## src/rtl/shared_timer_arb.sv

```systemverilog
// Two-channel arbiter for one shared prescaled countdown timer: the granted owner gets a
// one-cycle expire pulse when its count runs out, unless it drops its request first.
module shared_timer_arb #(
  parameter int W        = 8,
  parameter int PRESCALE = 4
) (
  input  logic         clk,
  input  logic         rst,
  input  logic [1:0]   req,
  input  logic [W-1:0] load0,
  input  logic [W-1:0] load1,
  output logic [1:0]   gnt,
  output logic [1:0]   expire,
  output logic         busy,
  output logic [W-1:0] count,
  output logic [1:0]   state_o
);

  localparam int PW = (PRESCALE > 1) ? $clog2(PRESCALE) : 1;
  localparam logic [PW-1:0] PMAX = PW'(PRESCALE - 1);

  typedef enum logic [1:0] {
    IDLE = 2'b00,
    RUN  = 2'b01,
    DONE = 2'b10
  } state_t;

  state_t        state_q, state_d;
  logic          owner_q, owner_d;
  logic          last_q, last_d;
  logic [W-1:0]  count_q, count_d;
  logic [PW-1:0] presc_q, presc_d;
  logic          winner;

  // Single requester wins outright; on a tie the channel that did not own last time wins.
  assign winner = (req == 2'b10) || ((req == 2'b11) && !last_q);

  always_ff @(posedge clk or posedge rst) begin
    if (rst) begin
      state_q <= IDLE;
      owner_q <= 1'b0;
      last_q  <= 1'b1;
      count_q <= '0;
      presc_q <= '0;
    end else begin
      state_q <= state_d;
      owner_q <= owner_d;
      last_q  <= last_d;
      count_q <= count_d;
      presc_q <= presc_d;
    end
  end

  always_comb begin
    state_d = state_q;
    owner_d = owner_q;
    last_d  = last_q;
    count_d = count_q;
    presc_d = presc_q;
    case (state_q)
      IDLE: begin
        count_d = '0;
        presc_d = '0;
        if (req != 2'b00) begin
          state_d = RUN;
          owner_d = winner;
          count_d = winner ? load1 : load0;
        end
      end
      RUN: begin
        // Owner dropping its request wins over reaching zero in the same cycle.
        if (!req[owner_q]) begin
          state_d = IDLE;
          last_d  = owner_q;
          count_d = '0;
          presc_d = '0;
        end else if (count_q == '0) begin
          state_d = DONE;
        end else if (presc_q == PMAX) begin
          presc_d = '0;
          count_d = count_q - W'(1);
        end else begin
          presc_d = presc_q + PW'(1);
        end
      end
      DONE: begin
        state_d = IDLE;
        last_d  = owner_q;
        count_d = '0;
        presc_d = '0;
      end
      default: begin
        state_d = IDLE;
        count_d = '0;
        presc_d = '0;
      end
    endcase
  end

  logic [1:0] owner_oh;
  assign owner_oh = owner_q ? 2'b10 : 2'b01;

  assign gnt     = (state_q == RUN || state_q == DONE) ? owner_oh : 2'b00;
  assign expire  = (state_q == DONE) ? owner_oh : 2'b00;
  assign busy    = (state_q != IDLE);
  assign count   = (state_q == IDLE) ? '0 : count_q;
  assign state_o = state_q;

endmodule

```

## config.mk

```make
export PLATFORM = sky130hd
export DESIGN_NAME = shared_timer_arb
export DESIGN_NICKNAME = d
export VERILOG_FILES = /design/src/rtl/shared_timer_arb.sv
export SDC_FILE = /design/constraint.sdc
export NUM_CORES = 1
export LEC_CHECK = 0
export BUFFER_PORTS_ARGS = -buffer_cell sky130_fd_sc_hd__buf_2
export CORE_UTILIZATION = 35
export CTS_CLUSTER_DIAMETER = 200
export DETAILED_ROUTE_END_ITERATION = 12
export GPL_TIMING_DRIVEN = 0
export SLEW_MARGIN = 10
export SYNTH_ARGS = -nofsm -noshare
export SYNTH_HDL_FRONTEND = slang
export SYNTH_SLANG_ARGS = --single-unit
```

## constraint.sdc

```tcl
create_clock -name clk -period 5.1 [get_ports clk]
set_clock_uncertainty 0.15 [all_clocks]
set_input_delay 0.51 -clock clk [delete_from_list [all_inputs] [get_ports clk]]
set_output_delay 0.51 -clock clk [all_outputs]
set_load 0.02 [all_outputs]
```

==> reports/qor.txt, run 1 <==
number of enable flip-flop cells after synthesis: 0
Post-Syn Instances: 115
Yosys warnings: 0
count of nets after finishing: 179
fin crit period: 2.54 ns
Leak: 0.621 nW
Root Driver: clkbuf_4
setup TNS: 0 ns
status: complete, no violations
Hold Fails Final Rpt: 0
hold_buf cts: 0
final design utilization: 45.8%
First DRT Iteration DRCs: 23
vias per cell: 5.47
initial core utilization: 37.0%
post-CTS sizing: 0
Sinks on Clock Net: 14
ys async rst share: 100%
die area: 0.00316 mm^2
CTS tree: built
RSZ-0062 raised after global routing: false
Slew headroom: 58.7%
CP Launch Type: flop
Least-Margin Pin Slew: 0.615 ns
CTS clk-pin slew, worst paths: 0.09 ns
overall global routing resource usage: 18.4%
placed cell count: 180
MaxCap Viol Count: 0
Row Count: 19
Remaining DRCs: 0
drt wl/cell: 14.2 um
net count after synthesis: 140
H-Tree Depth: 1
Max FO, Critical Path: 10
post-route ant nets: 0
worst vdd ir: 0.300 mV
vias in the first global route: 963
synthesized cell area: 0.00103 mm^2
Placer Congestion: 0.902
Avg Cell Area, Syn: 8.95 um^2
routed vias: 1006
largest net degree at the start of global routing: 15
die height: 56.2 um
routed wire length: 2620 um
area delta synth->final: 23.8%
sequential share of the synthesized area: 34.1%
CTS buffer count: 3
Pre-antenna DRT Iters: 4
WP data arrival: 1.88 ns
fin crit share: 49.8%
WHS: 0.106 ns
core area: 0.00278 mm^2
Post-CTS Setup Inserts: 0
Worst EP required: 4.44 ns
clk_lat worst skew: 0.29 ns
antenna cells: 0
pwr/cell area: 608 mW/mm^2
final count of negative-setup-slack endpoints: 0
Clock Tree Buf Depth: 2
Setup Crit Path Kind: flop to output port
post-route insts no fill: 184
fillers: 279
Slew Viols, Final: 0
GRT overflow: 0
HPWL Detailed: 2000 um
initial antenna violation count: 0
I/O pins: 35
ys flop type: dfrtp_1
share of cells above drive strength 1: 31.4%
Netlist cell types: 39
width of the die: 56.2 um
Fmax achieved: 394 MHz
CP Capture Type: output port
I/O Buffers: 34
first-pass GRT wire length: 4450 um
Hold Crit Class: input pin to asynchronous set/reset pin
Synth Register Bits: 14
==> routing by layer <==
layer  part of all wire (%)  wire length, um  GRT usage (%)
met5                      0                0              0
met4                    2.1               54           6.62
met3                    3.6               93           2.79
met2                     48             1260           29.8
met1                     46             1210           24.8
==> worst paths after layout <==
check                                          to  cells past startpoint                    from  slack [ns]
max                                      count[3]                      5  state_o[1]$_DFFE_PP0P_        2.56
min                           owner_q$_DFFE_PP0P_                      2                     rst        0.11
max reg2reg                count_q[6]$_DFFE_PP0P_                      6  count_q[0]$_DFFE_PP0P_        2.80
min reg2reg                presc_q[1]$_DFFE_PP0P_                      2  presc_q[1]$_DFFE_PP0P_        0.40
max in group asynchronous  count_q[7]$_DFFE_PP0P_                      2                     rst        4.32
min in group clk           count_q[6]$_DFFE_PP0P_                      3                load0[6]        0.35
==> cell usage after synthesis (2+ instances only) <==
cell type,number,share of area (%)
o21ai_0,4,1.9
ha_1,5,6.1
o22ai_1,4,2.4
buf_2,2,0.97
nor2b_1,8,4.9
dfrtp_1,13,32
and2_1,2,1.2
o22a_1,2,1.7
nor2_1,11,4.0
mux2_2,3,3.3
a21oi_1,6,2.9
a32o_1,2,1.9
nand2_1,8,2.9
inv_1,8,2.9
nor3_1,5,2.4
a32oi_1,2,1.7
mux2i_1,7,6.8
o311ai_0,2,1.7
==> state kept, by name, summed over array words and instances (netlist names) <==
signal,count
count_q,8
last_q,1
owner_q,1
presc_q,2
state_o,2
==> logic make-up after synthesis <==
family	after synthesis	share of synthesized area, %
XOR/XNOR	1	0.851
multiplexers	10	10.1
buffers and inverters	11	4.25
AND/OR/NAND/NOR	44	24.1
AO/OA/AOI/OAI	30	20.5
adder cells (fa/ha/maj)	5	6.08
flip-flops	14	34.1
==> stage by stage <==
step	worst slack, ns	power [mW]	instance area (um^2)
after global placement	2.83	0.690	1240
after detailed placement	2.78	0.695	1240
final	2.56	0.775	1270
after global routing	2.40	0.848	1270
after floorplan	3.07	0.561	1030
after CTS	2.56	0.781	1270
==> power breakdown <==
part / switching (mW) / total, mW / internal [mW]
Combinational: 0.274 / 0.464 / 0.190
Sequential: 0.0655 / 0.227 / 0.162
Clock: 0.0401 / 0.0836 / 0.0435
==> cell usage in the layout (no fill, tap or decap), types with 2 or more instances in the layout <==
cell type,netlist,layout
inv_1,8,8
nand2_1,8,8
nor2b_1,8,8
o21ai_0,4,4
a32o_1,2,2
nor2_1,11,11
clkbuf_4,0,3
dfrtp_1,13,13
a32oi_1,2,2
nor3_1,5,5
a21oi_1,6,6
o22a_1,2,2
ha_1,5,5
buf_2,2,36
mux2i_1,7,7
mux2_2,3,3
and2_1,2,2
o311ai_0,2,2
o22ai_1,4,4
==> worst max-delay path, stage by stage (launching register included) <==
cell      delay [ns]
dfrtp_1         0.42
inv_1           0.11
ha_1            0.35
clkbuf_1        0.44
nor2_1          0.10
buf_2           0.17
==> final cells by class <==
cell class | instances | area [um^2] | share of cell area, %
buffer | 3 | 13.8 | 1.08
clock buffer | 4 | 36.3 | 2.85
inverter | 8 | 30.0 | 2.36
multi-input combinational | 90 | 634 | 49.8
sequential | 14 | 352 | 27.6
tap | 31 | 38.8 | 3.04
timing repair buffer | 34 | 170 | 13.3
Power figures use the tool's default switching activity.
==> run 2: changes to the inputs <==
==> constraint.sdc (replaced) <==
create_clock -name clk -period 2.05 [get_ports clk]
set_clock_uncertainty 0.15 [all_clocks]
set_input_delay 0.205 -clock clk [delete_from_list [all_inputs] [get_ports clk]]
set_output_delay 0.205 -clock clk [all_outputs]
set_load 0.02 [all_outputs]
==> reports/qor.txt, run 2 (same netlist as run 1, synthesis figures left out) <==
vias in the first global route: 980 (was 963)
final design utilization: 48.2% (was 45.8%)
placed instance area: 0.00124 mm^2 (unchanged)
fin crit share: 96.3%
top sig layer: met4 (unchanged)
initial core utilization: 37.0% (unchanged)
CP Cell Sequence: buf_4 > or4_4 > or3_1 > a32oi_1 > nor2_1 (was inv_1 > ha_1 > clkbuf_1 > nor2_1 > buf_2)
Slew Viols, Final: 0 (unchanged)
I/O pins: 35 (unchanged)
PnR worst setup slack: 0.0750 ns (was 2.56 ns)
most frequent cells in the layout: 36 x buf_2, 13 x dfrtp_1, 11 x nor2_1 (unchanged)
WP data arrival: 2.00 ns (was 1.88 ns)
post-route insts no fill: 190 (was 184)
I/O Buffers: 34 (unchanged)
core area: 0.00278 mm^2 (unchanged)
CTS clk-pin slew, worst paths: 0.09 ns (about the same)
clk_lat worst skew: 0.28 ns (was 0.29 ns)
Total Power: 2.07 mW (was 775 uW)
count of nets after finishing: 185 (was 179)
post-route ant nets: 0 (unchanged)
Placer Congestion: 0.902 (unchanged)
Fmax achieved: 506 MHz
CTS tree: built (unchanged)
setup TNS: 0 ns (unchanged)
Top reg by flops: count_q (unchanged)
RSZ-0062 raised after global routing: false (unchanged)
placed cell count: 180 (unchanged)
status: complete, no violations (unchanged)
largest net degree at the start of global routing: 15 (unchanged)
share of cells above drive strength 1: 36.5% (was 31.4%)
WHS: 0.0456 ns (was 0.106 ns)
Row Count: 19 (unchanged)
worst vdd ir: 0.778 mV (was 0.300 mV)
fin crit period: 1.98 ns
Worst EP required: 2.08 ns (was 4.44 ns)
GRT overflow: 0 (unchanged)
Setup Crit Path Kind: flop to flop (was flop to output port)
die height: 56.2 um (unchanged)
Root Driver: clkbuf_4 (unchanged)
max FFs per register: 8 (unchanged)
area delta synth->final: 30.1% (was 23.8%)
MaxCap Viol Count: 0 (unchanged)
First DRT Iteration DRCs: 22 (was 23)
Leak: 0.655 nW (was 0.621 nW)
die area: 0.00316 mm^2 (unchanged)
Clock Tree Buf Depth: 2 (unchanged)
Hold Crit Class: input pin to flop (was input pin to asynchronous set/reset pin)
first-pass GRT wire length: 4590 um (was 4450 um)
CTS buffer count: 3 (unchanged)
vias per cell: 5.51 (was 5.47)
most common cell after layout, fill and taps aside: buf_2 (unchanged)
HPWL Detailed: 2000 um (unchanged)
wire length on met3: 96 um (was 93 um)
Slew headroom: 62.3% (was 58.7%)
overall global routing resource usage: 19.0% (was 18.4%)
routed vias: 1047 (was 1006)
Largest stage delay, worst path: 0.55 ns (was 0.44 ns)
M1 wire length: 1280 um (was 1210 um)
Sinks on Clock Net: 14 (unchanged)
CP Capture Type: flop (was output port)
Max FO, Critical Path: 4 (was 10)
pre-CTS WS: -0.269 ns (was 2.78 ns)
Least-Margin Pin Slew: 0.565 ns (was 0.615 ns)
H-Tree Depth: 1 (unchanged)
fin area: 0.00134 mm^2 (was 0.00127 mm^2)
Remaining DRCs: 0 (unchanged)
WL met2: 1330 um (was 1260 um)
CP Launch Type: flop (unchanged)
routed wire length: 2720 um (was 2620 um)
crit path max-delay cell type: or4_4 (was clkbuf_1)
width of the die: 56.2 um (unchanged)
antenna cells: 0 (unchanged)
pwr/cell area: 1540 mW/mm^2 (was 608 mW/mm^2)
drt wl/cell: 14.3 um (was 14.2 um)
Hold Fails Final Rpt: 0 (unchanged)
Pre-antenna DRT Iters: 4 (unchanged)
initial antenna violation count: 0 (unchanged)
final count of negative-setup-slack endpoints: 0 (unchanged)
==> run 2: cell types whose count changed in the layout (fill, tap and decap cells not counted), sizes merged <==
| cell | previous run | this run |
|---|---|---|
| buf | 36 | 41 |
| dlygate4sd3 | 0 | 1 |
==> run 2: timing repair <==
item,4_1_cts,5_1_grt
setup endpoints to repair,11,10
setup buffers,5,0
gates cloned,0,0
hold endpoints to repair,13,0
hold buffers,1,0
resized for setup,4,4
==> run 2: worst max-delay path: cells and delay by family, from the launching register on <==
| family | cells | cell delay [ns] |
|---|---|---|
| buffers and inverters | 1 | 0.15 |
| flip-flops | 1 | 0.39 |
| AO/OA/AOI/OAI | 1 | 0.21 |
| AND/OR/NAND/NOR | 3 | 0.98 |
==> run 2: area by class of cell <==
class	count	area (um^2)
flip-flops and latches	14	352
multi-input cells	90	648
well taps	31	38.8
fillers	274	1440
inverters	8	30.0
repair buffers	40	218
plain buffers	3	17.5
clock buffers	4	36.3
==> run 2: final timing paths <==
path,start,cells after the start,slack (ns),to
worst max-delay path,count_q[0]$_DFFE_PP0P_,5,0.07,count_q[5]$_DFFE_PP0P_
worst min-delay path,load0[6],3,0.05,count_q[6]$_DFFE_PP0P_
worst max register to register,count_q[0]$_DFFE_PP0P_,5,0.07,count_q[5]$_DFFE_PP0P_
worst min register to register,presc_q[1]$_DFFE_PP0P_,2,0.40,presc_q[1]$_DFFE_PP0P_
max in group asynchronous,rst,3,1.03,count_q[7]$_DFFE_PP0P_
min in group asynchronous,rst,3,0.35,owner_q$_DFFE_PP0P_
==> run 2: per-layer routing <==
metal,up-vias,global-route usage [%]
li1,512,-
met1,505,26.0
met2,28,30.4
met3,2,2.79
met4,0,6.62
met5,-,0
==> run 2: power breakdown <==
| group | leakage, nW | internal (mW) | switching (mW) | total [mW] |
|---|---|---|---|---|
| sequential | 0.180 | 0.402 | 0.159 | 0.562 |
| clock | 0.0210 | 0.108 | 0.0966 | 0.205 |
| combinational | 0.454 | 0.579 | 0.725 | 1.30 |
| total | 0.655 | 1.09 | 0.981 | 2.07 |
==> run 3: changes to the inputs <==
--- a/config.mk
+++ b/config.mk
@@ -5,11 +5,13 @@
 export SDC_FILE = /design/constraint.sdc
 export NUM_CORES = 1
 export LEC_CHECK = 0
+export ABC_AREA = 1
 export BUFFER_PORTS_ARGS = -buffer_cell sky130_fd_sc_hd__buf_2
 export CORE_UTILIZATION = 35
 export CTS_CLUSTER_DIAMETER = 200
 export DETAILED_ROUTE_END_ITERATION = 12
 export GPL_TIMING_DRIVEN = 0
+export PLACE_DENSITY_LB_ADDON = 0.3
 export SLEW_MARGIN = 10
 export SYNTH_ARGS = -nofsm -noshare
 export SYNTH_HDL_FRONTEND = slang
==> reports/qor.txt, run 3 <==
status: finished with violations (was complete, no violations)
failing checks: design-rule violations
H-Tree Depth: 1 (unchanged)
Synth top cells by count: 50 x nand2_1, 23 x nor2_1, 22 x inv_1 (was 13 x dfrtp_1, 11 x nor2_1, 8 x inv_1, 8 x nand2_1, 8 x nor2b_1)
die area: 0.00328 mm^2 (was 0.00316 mm^2)
most common cell after layout, fill and taps aside: nand2_1 (was buf_2)
routed vias: 1115 (was 1047)
Max FO, Critical Path: 10 (was 4)
Least-Margin Pin Slew: 0.554 ns (was 0.565 ns)
Leak: 0.783 nW (was 0.655 nW)
most frequent cells in the layout: 50 x nand2_1, 34 x buf_2, 23 x nor2_1 (was 36 x buf_2, 13 x dfrtp_1, 11 x nor2_1)
delay-heaviest family, CP: buffers and inverters (was simple AND/OR/NAND/NOR gates)
Hold Fails Final Rpt: 0 (unchanged)
fin crit period: 1.85 ns (was 1.98 ns)
compound-gate portion of the synthesized area: 13.9% (was 20.5%)
overall global routing resource usage: 17.3% (was 19.0%)
CP Cell Sequence: inv_1 > ha_1 > clkbuf_2 > nor2_1 > buf_2 (was buf_4 > or4_4 > or3_1 > a32oi_1 > nor2_1)
count of nets after finishing: 227 (was 185)
synthesized cell area: 0.00107 mm^2 (was 0.00103 mm^2)
Synth Register Bits: 14 (unchanged)
Crit path buffers/inverters: 3 (was 1)
final count of negative-setup-slack endpoints: 0 (unchanged)
Largest stage delay, worst path: 0.40 ns (was 0.55 ns)
Post-Synth Adder-Cell Area: 5.85% (was 6.08%)
pre-CTS WS: 0.331 ns (was -0.269 ns)
core area: 0.00283 mm^2 (was 0.00278 mm^2)
share of cells above drive strength 1: 25.9% (was 36.5%)
Row Count: 19 (unchanged)
RSZ-0062 raised after global routing: false (unchanged)
vias in the first global route: 1023 (was 980)
worst vdd ir: 0.544 mV (was 0.778 mV)
Post-CTS Setup Inserts: 0 (was 5)
Slew Viols, Final: 0 (unchanged)
die height: 57.3 um (was 56.2 um)
post-route ant nets: 0 (unchanged)
vias per cell: 4.81 (was 5.51)
max FFs per register: 8 (unchanged)
CTS tree: built (unchanged)
Hold Crit Class: input pin to flop (unchanged)
Clock Tree Buf Depth: 2 (unchanged)
clk_lat worst skew: 0.28 ns (about the same)
Root Driver: clkbuf_4 (unchanged)
routed wire length: 2620 um (was 2720 um)
fin crit share: 90.1% (was 96.3%)
count leader, synth: nand2_1 (was dfrtp_1)
CTS buffer count: 3 (unchanged)
Synth Area in XOR/XNOR: 1.64% (was 0.851%)
Pre-antenna DRT Iters: 9 (was 4)
number of enable flip-flop cells after synthesis: 0 (unchanged)
Fmax achieved: 541 MHz (was 506 MHz)
ys flop type: dfrtp_1 (unchanged)
Remaining DRCs: 3 (was 0)
area delta synth->final: 24.5% (was 30.1%)
largest net degree at the start of global routing: 15 (unchanged)
sequential share of the synthesized area: 32.9% (was 34.1%)
Placer Congestion: 0.782 (was 0.902)
Worst EP required: 1.69 ns (was 2.08 ns)
Slew headroom: 63.0% (was 62.3%)
simple-gate area share of the yosys netlist: 35.2% (was 24.1%)
CP Launch Type: flop (unchanged)
fillers: 288 (was 274)
synth top area cells: dfrtp_1 30%, nand2_1 18%, o21ai_0 9.4% (was dfrtp_1 32%, mux2i_1 6.8%, ha_1 6.1%)
initial antenna violation count: 0 (unchanged)
Setup Crit Path Kind: flop to output port (was flop to flop)
WP data arrival: 1.49 ns (was 2.00 ns)
Yosys top cell area share: 30.4% (was 31.6%)
pwr/cell area: 1580 mW/mm^2 (was 1540 mW/mm^2)
I/O pins: 35 (unchanged)
width of the die: 57.3 um (was 56.2 um)
Netlist cell types: 24 (was 39)
CP Capture Type: output port (was flop)
crit path max-delay cell type: dfrtp_1 (was or4_4)
drt wl/cell: 11.3 um (was 14.3 um)
first-pass GRT wire length: 4370 um (was 4590 um)
largest family of logic cells by synthesized area: simple AND/OR/NAND/NOR gates (unchanged)
initial core utilization: 37.8% (was 37.0%)
Yosys warnings: 0 (unchanged)
PnR worst setup slack: 0.202 ns (was 0.0750 ns)
mux cell area share after synthesis: 0% (was 10.1%)
GRT overflow: 0 (unchanged)
Post-Syn Instances: 162 (was 115)
Sinks on Clock Net: 14 (unchanged)
I/O Buffers: 34 (unchanged)
net count after synthesis: 187 (was 140)
Top reg by flops: count_q (unchanged)
HPWL Detailed: 2010 um (was 2000 um)
ys async rst share: 100% (unchanged)
MaxCap Viol Count: 0 (unchanged)
setup TNS: 0 ns (unchanged)
antenna cells: 0 (unchanged)
CTS clk-pin slew, worst paths: 0.09 ns (about the same)
Avg Cell Area, Syn: 6.60 um^2 (was 8.95 um^2)
dominant cell type by area after synthesis: dfrtp_1 (unchanged)
First DRT Iteration DRCs: 57 (was 22)
-- run 3: changes by cell type after synthesis, moves of 6 or more --
cell and delta:
inv_1 +14, mux2i_1 -7, nand2_1 +42, nand3_1 +7
a21oi_1 -6, o21ai_0 +16, nor2_1 +12, nor2b_1 -8
-- run 3: cells by family (layout without fill, tap and decap cells) --
family | after synthesis | in the layout
AND/OR/NAND/NOR | 88 | 88
buffers and inverters | 27 | 66
AO/OA/AOI/OAI | 26 | 26
flip-flops | 14 | 14
adder cells (fa/ha/maj) | 5 | 5
XOR/XNOR | 2 | 2
-- run 3: path summary, 6_finish.rpt --
| check | startpoint | endpoint | slack (ns) | cells past startpoint |
|---|---|---|---|---|
| hold / removal | load0[6] | count_q[6]$_DFFE_PP0P_ | 0.09 | 5 |
| hold reg to reg | last_q$_DFFE_PP1P_ | last_q$_DFFE_PP1P_ | 0.35 | 2 |
| setup reg to reg | count_q[0]$_DFFE_PP0P_ | count_q[4]$_DFFE_PP0P_ | 0.33 | 8 |
| max in group asynchronous | rst | last_q$_DFFE_PP1P_ | 1.03 | 3 |
| min in group asynchronous | rst | state_o[0]$_DFFE_PP0P_ | 0.35 | 3 |
| setup / recovery | state_o[0]$_DFFE_PP0P_ | count[2] | 0.20 | 5 |
-- run 3: where the power goes --
group          internal (mW)  total (mW)  switching (mW)
clock                  0.108       0.203          0.0953
combinational          0.472        1.37           0.894
sequential             0.403       0.530           0.127
total                  0.983        2.10            1.12
-- run 3: per-stage QoR --
step / instance area, um^2 / util (%) / hold WS, ns / instances / total power, mW
5_1_grt: 1330 / 47.0 / 0.0982 / 232 / 2.31
2_1_floorplan: 1070 / - / -0.0565 / 162 / 1.54
6_report: 1330 / 47.0 / 0.0884 / 232 / 2.10
3_3_place_gp: 1280 / 45.2 / 0.134 / 227 / 1.87
3_5_place_dp: 1280 / 45.2 / 0.139 / 227 / 1.89
4_1_cts: 1320 / 46.8 / 0.0848 / 232 / 2.10
-- run 3: layout make-up --
cell class | instances | area (um^2) | area share, %
Multi-Input combinational cell | 121 | 611 | 45.9
Sequential cell | 14 | 352 | 26.4
Timing Repair Buffer | 35 | 180 | 13.5
Inverter | 25 | 96.3 | 7.24
Tap cell | 31 | 38.8 | 2.92
Clock buffer | 4 | 36.3 | 2.73
Buffer | 2 | 16.3 | 1.22
-- run 3: metal layers --
metal	routed length [um]	global-route usage [%]	share of wire (%)	vias up
met5	0	0	0	-
met1	1280	23.0	49	504
met2	1150	27.9	44	25
met4	16	5.23	0.61	0
met3	165	4.08	6.3	2
li1	-	-	-	584
-- run 3: what timing repair did --
item,CTS,global route
hold endpoints to repair,13,0
gates resized for setup,0,3
setup endpoints to repair,0,9
hold buffers,1,0
-- run 3: worst reg2reg max path, stage by stage (launching register included) --
cell and delay, ns:
dfrtp_1 0.42, inv_1 0.11, ha_1 0.28, nand3_2 0.13, nor2_4 0.19, o21ai_4 0.08
buf_6 0.14, nand2_1 0.07, o21ai_2 0.05
